`config.mk`:
```
export PLATFORM = sky130hd
export DESIGN_NAME = multicycle_control
export DESIGN_NICKNAME = d
export VERILOG_FILES = /design/src/rtl/multicycle_control.sv
export SDC_FILE = /design/constraint.sdc
export NUM_CORES = 1
export LEC_CHECK = 0
export ABC_AREA = 1
export CORE_MARGIN = 2
export CORE_UTILIZATION = 51
export DETAILED_ROUTE_END_ITERATION = 10
export PLACE_DENSITY = 0.82
export SLEW_MARGIN = 20
export SYNTH_ARGS = -nofsm -noshare
export SYNTH_HDL_FRONTEND = slang
export SYNTH_SLANG_ARGS = --single-unit
```
`constraint.sdc`:
```
create_clock -name clk -period 4.8 [get_ports clk]
set_clock_uncertainty 0.15 [all_clocks]
set_input_delay 0.96 -clock clk [delete_from_list [all_inputs] [get_ports clk]]
set_output_delay 0.96 -clock clk [all_outputs]
set_load 0.02 [all_outputs]
```
`src/rtl/multicycle_control.sv`:
```
// Multi-cycle RV32I control FSM: sequences fetch/decode/execute/memory/write-back
// over one shared ALU and memory port, with illegal-instruction trap and retire counter.
module multicycle_control #(
  parameter int MEM_WAIT        = 1,
  parameter int TRAP_ON_ILLEGAL = 1,
  parameter int CNT_W           = 32
) (
  input  logic             clk,
  input  logic             rst,
  input  logic [6:0]       opcode,
  input  logic [2:0]       funct3,
  input  logic             funct7_5,
  input  logic             zero,
  input  logic             lt,
  input  logic             ltu,
  input  logic             mem_ready,
  output logic             mem_req,
  output logic             mem_write,
  output logic             adr_src,
  output logic             ir_write,
  output logic             pc_write,
  output logic             reg_write,
  output logic [1:0]       alu_src_a,
  output logic [1:0]       alu_src_b,
  output logic [1:0]       result_src,
  output logic [2:0]       imm_src,
  output logic [3:0]       alu_control,
  output logic [3:0]       state,
  output logic             illegal,
  output logic             retire,
  output logic [CNT_W-1:0] instret
);

  // Memory handshake: mem_req is held high until the cycle mem_ready is seen;
  // strobes that depend on completion fire only in that ready cycle.
  typedef enum logic [3:0] {
    S_FETCH    = 4'd0,
    S_DECODE   = 4'd1,
    S_MEMADR   = 4'd2,
    S_MEMREAD  = 4'd3,
    S_MEMWB    = 4'd4,
    S_MEMWRITE = 4'd5,
    S_EXEC_R   = 4'd6,
    S_EXEC_I   = 4'd7,
    S_ALUWB    = 4'd8,
    S_JAL      = 4'd9,
    S_BRANCH   = 4'd10,
    S_JALR     = 4'd11,
    S_UPPER    = 4'd12,
    S_JALR_PC  = 4'd13,
    S_TRAP     = 4'd15
  } state_t;

  localparam logic [6:0] OP_LOAD   = 7'b0000011;
  localparam logic [6:0] OP_STORE  = 7'b0100011;
  localparam logic [6:0] OP_R      = 7'b0110011;
  localparam logic [6:0] OP_I      = 7'b0010011;
  localparam logic [6:0] OP_JAL    = 7'b1101111;
  localparam logic [6:0] OP_BRANCH = 7'b1100011;
  localparam logic [6:0] OP_JALR   = 7'b1100111;
  localparam logic [6:0] OP_LUI    = 7'b0110111;
  localparam logic [6:0] OP_AUIPC  = 7'b0010111;

  localparam logic [3:0] ALU_ADD = 4'd0, ALU_SUB = 4'd1, ALU_AND = 4'd2, ALU_OR = 4'd3,
                         ALU_XOR = 4'd4, ALU_SLT = 4'd5, ALU_SLTU = 4'd6, ALU_SLL = 4'd7,
                         ALU_SRL = 4'd8, ALU_SRA = 4'd9;

  state_t           state_q, state_d;
  logic [CNT_W-1:0] instret_q, instret_d;
  logic             rdy;
  logic             req_c, wr_c, adr_c, irw_c, pcw_c, rw_c, ret_c, ill_c;
  logic             br_taken, br_bad;

  assign rdy = (MEM_WAIT != 0) ? mem_ready : 1'b1;

  function automatic logic [3:0] alu_dec(input logic [2:0] f3, input logic f7, input logic is_r);
    logic [3:0] op;
    case (f3)
      3'b000:  op = (is_r && f7) ? ALU_SUB : ALU_ADD;
      3'b001:  op = ALU_SLL;
      3'b010:  op = ALU_SLT;
      3'b011:  op = ALU_SLTU;
      3'b100:  op = ALU_XOR;
      3'b101:  op = f7 ? ALU_SRA : ALU_SRL;
      3'b110:  op = ALU_OR;
      default: op = ALU_AND;
    endcase
    return op;
  endfunction

  always_comb begin
    br_taken = 1'b0;
    br_bad   = 1'b0;
    case (funct3)
      3'b000:  br_taken = zero;
      3'b001:  br_taken = ~zero;
      3'b100:  br_taken = lt;
      3'b101:  br_taken = ~lt;
      3'b110:  br_taken = ltu;
      3'b111:  br_taken = ~ltu;
      default: br_bad   = 1'b1;
    endcase
  end

  always_comb begin
    case (opcode)
      OP_STORE:         imm_src = 3'b001;
      OP_BRANCH:        imm_src = 3'b010;
      OP_JAL:           imm_src = 3'b011;
      OP_LUI, OP_AUIPC: imm_src = 3'b100;
      default:          imm_src = 3'b000;
    endcase
  end

  always_comb begin
    state_d     = state_q;
    req_c       = 1'b0;
    wr_c        = 1'b0;
    adr_c       = 1'b0;
    irw_c       = 1'b0;
    pcw_c       = 1'b0;
    rw_c        = 1'b0;
    ret_c       = 1'b0;
    ill_c       = 1'b0;
    alu_src_a   = 2'b00;
    alu_src_b   = 2'b00;
    result_src  = 2'b00;
    alu_control = ALU_ADD;
    case (state_q)
      S_FETCH: begin
        req_c      = 1'b1;
        alu_src_b  = 2'b10;
        result_src = 2'b10;
        irw_c      = rdy;
        pcw_c      = rdy;
        if (rdy) state_d = S_DECODE;
      end
      S_DECODE: begin
        alu_src_a = 2'b01;
        alu_src_b = 2'b01;
        case (opcode)
          OP_LOAD, OP_STORE: state_d = S_MEMADR;
          OP_R:              state_d = S_EXEC_R;
          OP_I:              state_d = S_EXEC_I;
          OP_JAL:            state_d = S_JAL;
          OP_BRANCH:         state_d = S_BRANCH;
          OP_JALR:           state_d = S_JALR;
          OP_LUI, OP_AUIPC:  state_d = S_UPPER;
          default: begin
            ill_c   = 1'b1;
            state_d = (TRAP_ON_ILLEGAL != 0) ? S_TRAP : S_FETCH;
          end
        endcase
      end
      S_MEMADR: begin
        alu_src_a = 2'b10;
        alu_src_b = 2'b01;
        state_d   = (opcode == OP_LOAD) ? S_MEMREAD : S_MEMWRITE;
      end
      S_MEMREAD: begin
        req_c = 1'b1;
        adr_c = 1'b1;
        if (rdy) state_d = S_MEMWB;
      end
      S_MEMWB: begin
        result_src = 2'b01;
        rw_c       = 1'b1;
        ret_c      = 1'b1;
        state_d    = S_FETCH;
      end
      S_MEMWRITE: begin
        req_c = 1'b1;
        adr_c = 1'b1;
        wr_c  = 1'b1;
        ret_c = rdy;
        if (rdy) state_d = S_FETCH;
      end
      S_EXEC_R: begin
        alu_src_a   = 2'b10;
        alu_control = alu_dec(funct3, funct7_5, 1'b1);
        state_d     = S_ALUWB;
      end
      S_EXEC_I: begin
        alu_src_a   = 2'b10;
        alu_src_b   = 2'b01;
        alu_control = alu_dec(funct3, funct7_5, 1'b0);
        state_d     = S_ALUWB;
      end
      S_UPPER: begin
        alu_src_a = (opcode == OP_LUI) ? 2'b11 : 2'b01;
        alu_src_b = 2'b01;
        state_d   = S_ALUWB;
      end
      S_ALUWB: begin
        rw_c    = 1'b1;
        ret_c   = 1'b1;
        state_d = S_FETCH;
      end
      S_JAL: begin
        alu_src_a = 2'b01;
        alu_src_b = 2'b10;
        pcw_c     = 1'b1;
        state_d   = S_ALUWB;
      end
      S_BRANCH: begin
        alu_src_a   = 2'b10;
        alu_control = ALU_SUB;
        if (br_bad) begin
          ill_c   = 1'b1;
          state_d = (TRAP_ON_ILLEGAL != 0) ? S_TRAP : S_FETCH;
        end else begin
          pcw_c   = br_taken;
          ret_c   = 1'b1;
          state_d = S_FETCH;
        end
      end
      S_JALR: begin
        alu_src_a  = 2'b01;
        alu_src_b  = 2'b10;
        result_src = 2'b10;
        rw_c       = 1'b1;
        state_d    = S_JALR_PC;
      end
      S_JALR_PC: begin
        alu_src_a  = 2'b10;
        alu_src_b  = 2'b01;
        result_src = 2'b10;
        pcw_c      = 1'b1;
        ret_c      = 1'b1;
        state_d    = S_FETCH;
      end
      S_TRAP: begin
        ill_c = 1'b1;
      end
      default: state_d = S_FETCH;
    endcase
  end

  assign instret_d = instret_q + CNT_W'(ret_c);

  always_ff @(posedge clk) begin
    if (rst) begin
      state_q   <= S_FETCH;
      instret_q <= '0;
    end else begin
      state_q   <= state_d;
      instret_q <= instret_d;
    end
  end

  // Strobes are suppressed while reset is held so an abandoned instruction has no side effects.
  assign mem_req   = req_c & ~rst;
  assign mem_write = wr_c  & ~rst;
  assign ir_write  = irw_c & ~rst;
  assign pc_write  = pcw_c & ~rst;
  assign reg_write = rw_c  & ~rst;
  assign retire    = ret_c & ~rst;
  assign illegal   = ill_c & ~rst;
  assign adr_src   = adr_c;
  assign state     = state_q;
  assign instret   = instret_q;

endmodule

```
# Word level (Yosys, flattened, before mapping)

Index checks and enable logic that the tools add are counted.

Reductions and logical operators: 18
Mux-type cells: 30
Add/subtract/negate cells: 1
Equal/unequal tests: 33
Bitwise operators: 12

Operators with widths:

| operator                                                              | count |
|---|---|
| 4-bit case mux with 7 select lines                                    | 3 |
| 4-bit case mux with 9 select lines                                    | 1 |
| 32-bit by 1-bit adder with 32-bit output                              | 1 |
| 4-bit equality test, second input constant                            | 7 |
| 7-bit by 6-bit equality test with 1-bit output, second input constant | 3 |
| 7-bit equality test, second input constant                            | 3 |
| 3-bit OR reduction                                                    | 6 |
| 4-bit by 3-bit equality test with 1-bit output, second input constant | 4 |
| 4-bit 2-to-1 mux                                                      | 4 |
| 7-bit by 5-bit equality test with 1-bit output, second input constant | 2 |
| 3-bit equality test, second input constant                            | 4 |
| 3-bit case mux with 4 select lines                                    | 1 |
| 4-bit case mux with 3 select lines                                    | 1 |
| 1-bit 2-to-1 mux                                                      | 11 |
| 5-bit OR reduction                                                    | 2 |
| 1-bit case mux with 3 select lines                                    | 3 |
| 9-bit OR reduction                                                    | 1 |
| 4-bit by 2-bit equality test with 1-bit output, second input constant | 2 |
| 2-bit case mux with 2 select lines                                    | 2 |
| 2-bit OR reduction                                                    | 4 |
| 1-bit AND                                                             | 7 |
| 7-bit by 2-bit equality test with 1-bit output, second input constant | 1 |
| 3-bit by 2-bit equality test with 1-bit output, second input constant | 2 |
| 2-bit != test, second input constant                                  | 3 |
| other kinds (12)                                                      | 16 |

Output and inout bits: 57
Word-level logic and storage cells: 96
Register bits: 36
Input port bits: 17

# Longest topological paths before layout

Word-level depth: 5
Depth in mapped cells: 16
Depth with buffers taken out: 16

# Least setup slack after synthesis

Ideal clock, no wire load.

Kind: input to output
Start point: input opcode[6]
End point: output alu_src_a[1]
Data arrival time: 2.189 ns
Stages on the path: 5
Buffers on the path: 0
Path slack: 1.501 ns
Required time: 3.690 ns
Path through: inv_1 nand3_1 nor2_1 inv_1 o31ai_1

Cells in the longest elaborated chain, start to end: 3

Ends and longest elaborated chain:

| element                                        | line | source |
|---|---|---|
| from (decl)                                    | 10   | `input logic [6:0] opcode,` |
| 7-bit by 6-bit equality test with 1-bit output | 190  | `alu_src_a = (opcode == OP_LUI) ? 2'b11 : 2'b01;` |
| 2-bit 2-to-1 mux                               | 190  |  |
| 2-bit case mux with 3 select lines             | 129  | `case (state_q)` |
| to (decl)                                      | 23   | `output logic [1:0] alu_src_a,` |

Every way passes these cells.

# Worst setup path in the final report

Start point: input funct3[0]
End point: output alu_control[0]

Cells in the longest elaborated chain, start to end: 3
Elaborated cells between the ends (all ways): 10
Those cells by class: eq/ne (6); mux (3); reduce/logical (1)

Ends and longest elaborated chain:

| element                                           | line | source |
|---|---|---|
| from (decl)                                       | 11   | `input logic [2:0] funct3,` |
| 3-bit equality test, or another cell as far along | 78   | `case (f3)` |
| 4-bit case mux with 7 select lines                | 78   |  |
| 4-bit case mux with 3 select lines (*)            | 129  |  |
| to (decl)                                         | 27   | `output logic [3:0] alu_control,` |

Mark *: on every way between the ends. The rest lies on a longest branch, timed or not.

==> results by group <==
Worst setup path
  • RR Startpoint: state[0]
  • Reg2reg end: instret[16]
  • Crit start category: input port
  • Critical path endpoint category: primary output
  • R2R cell count: 16
  • Worst EP arrival: 3.00 ns
  • Critical Path RT: 3.69 ns
  • Crit path kind: in -> out
  • FF-to-FF setup slack: 1.77 ns
  • Crit path max fanout: 6

Run status
  • Status: complete, no violations

Power
  • Leak: 1.22 nW
  • Pwr dens: 325 mW/mm^2
  • Worst IR Drop VDD: 0.000452 V

Logic synthesis
  • Syn Area/Cell: 6.06 sq um
  • Post-synth EDFFs: 0
  • Post-synthesis sequential area ratio: 28.4%
  • Synth top area cells: dfxtp_1 (28%), nand2_1 (14%), nor2_1 (9.3%)
  • Ys flop type: dfxtp_1
  • Synth unique cells: 34
  • Mapped Area: 0.00254 sq mm
  • Syn Inst Count: 419
  • Post-Syn Nets: 438
  • YS warnings: 0
  • Synth area leader: dfxtp_1
  • Flops & latches, synth: 36
  • Share of the synthesized area in the top cell type: 28.4%
  • Ys async rst share: 0%

Routing
  • Drt first-iter violations: 222
  • WL final: 7090 um
  • DRC: 0
  • Routed len/inst: 12.6 um
  • Antenna viol nets, final: 0
  • Via count: 3006
  • Drt first pass iters: 5
  • Via density: 5.34

Die
  • Starting Density: 53.4%
  • Die area: 0.00556 sq mm
  • Die W: 74.6 um
  • Ports: 74
  • Core Area: 0.00475 sq mm
  • Die height: 74.6 um
  • Number of cell rows: 25

Cells and area
  • Most frequent cells in the layout: nand2_1 (97), clkdlybuf4s50_1 (73), nor2_1 (63), inv_1 (54), dfxtp_1 (36)
  • Post-route cell area: 0.00344 sq mm
  • Most common cell after layout, fill and taps aside: nand2_1
  • Fill count: 453
  • Area Overhead vs Synth: 35.3%
  • Nets@finish: 514
  • N_diodes: 0
  • Share of cells above drive strength 1: 8.67%
  • Util after Layout: 72.3%

STA
  • Crit share post-route: 85.5%
  • Fin Hold WS: 0.332 ns
  • Peak Freq: 244 MHz
  • Final Max Slew Viols: 0
  • Least-Margin Pin Slew: 0.491 ns
  • Final setup viols: 0
  • PnR worst setup slack: 0.695 ns
  • Final min period: 4.11 ns
  • Count of final hold-check violations: 0
  • Post-route setup TNS: 0 ns
  • RSZ-0062 raised after global routing: false
  • Slew margin rel.: 67.2%

CTS
  • Total CTS buffers: 5
  • CTS Sinks: 36
  • # H-tree levels: 2
  • CTS Root Cell: clkbuf_8
  • Hold_buf cts: 0
  • Postcts setup bufs: 0
  • Clock Path Buffers: 2
  • Post-CTS Resized: 0
  • CTS tree: done
  • Reg clk slew, reported paths: 0.07 ns
  • Worst-Skew Late Latency: 0.29 ns

Global route
  • First-pass GRT wire length: 11800 um
  • Pin count of the biggest net entering global routing: 14
  • Initial antenna violation count: 0
  • Vias in the first global route: 2734
  • GRT Resource Usage Total: 27.2%
  • Congestion Overflow GR: 0

Placement
  • Placement Setup Slack: 0.715 ns
  • Placed Area: 0.00335 sq mm
  • DP HPWL: 5560 um
  • Port-buffer cells: 73
  • Placer Congestion: 1.06

Hold path
  • Hold path depth: 2
  • Hold wc startpoint: instret[31]
  • Hold path endpoint: instret[31]
  • Min-Delay Path Class: reg -> reg

Flow run
  • Max-cap check violation count: 0
==> cell usage after synthesis, types with 2 or more instances <==
library cell,number
nand4_1,11
or2_0,9
ha_1,2
o21a_1,3
nor3_2,2
nand3_2,2
nand2_1,97
o21ai_0,15
nand3_1,30
inv_2,4
a31oi_1,4
nor3_1,13
xnor2_1,2
nor2_4,3
nor2_1,63
a21oi_1,31
nor2_2,11
a21boi_0,2
nand2_2,7
clkbuf_1,6
inv_1,54
dfxtp_1,36
==> worst max-delay path: stages <==
cell and delay (ns):
clkdlybuf4s50_1 0.50, inv_1 0.16, nand2_1 0.09, nor2_1 0.20, nand3_1 0.09, a21boi_0 0.16, nor3_1 0.07, o21bai_1 0.14
clkdlybuf4s50_1 0.62
==> worst max-delay path by stage <==
stage | start | slack, ns | to | depth (start not counted)
floorplan | opcode[6] | 1.50 | alu_src_a[1] | 5
global placement | funct3[0] | 0.82 | alu_control[0] | 9
CTS | funct3[0] | 0.71 | alu_control[0] | 9
detailed placement | funct3[0] | 0.71 | alu_control[0] | 9
finish | funct3[0] | 0.69 | alu_control[0] | 9
global route | funct3[0] | 0.53 | alu_control[0] | 9
==> where the power goes <==
part           switching [mW]  internal (mW)  leakage [nW]
sequential             0.0398          0.317         0.291
clock                   0.104          0.117        0.0455
combinational           0.309          0.230         0.879
==> cells by family (layout without fill, tap and decap cells) <==
logic type | Yosys count | after routing | share of synthesized area, %
buf+inv | 64 | 141 | 9.46
compound gates | 61 | 61 | 14.0
xor+xnor | 3 | 3 | 1.03
simple gates | 253 | 253 | 46.1
flops | 36 | 36 | 28.4
fa+ha+maj | 2 | 2 | 0.985
==> sequential cells by signal, summed over array words and instances, names as in the netlist <==
register  count
instret      32
state         4
==> stage by stage <==
stage                     power (mW)  std cells
after floorplan                0.681        419
after global placement         0.894        555
after detailed placement       0.892        555
after CTS                       1.12        563
after global routing            1.18        563
final                           1.12        563
==> final cells by class <==
class | instances | area [sq um] | share of cell area, %
multi-input cells | 319 | 1580 | 45.9
inverters | 58 | 218 | 6.33
well taps | 67 | 83.8 | 2.44
flip-flops and latches | 36 | 721 | 21.0
repair buffers | 75 | 746 | 21.7
clock buffers | 8 | 90.1 | 2.62
==> per-layer routing <==
| layer | global-route usage [%] | part of all wire [%] | routed length, um |
|---|---|---|---|
| met1 | 32.7 | 41 | 2890 |
| met2 | 47.4 | 49 | 3470 |
| met3 | 5.96 | 8.0 | 570 |
| met4 | 10.5 | 2.2 | 155 |
| met5 | 0 | 0 | 0 |
Note: power is estimated with default switching activity, not from simulation.
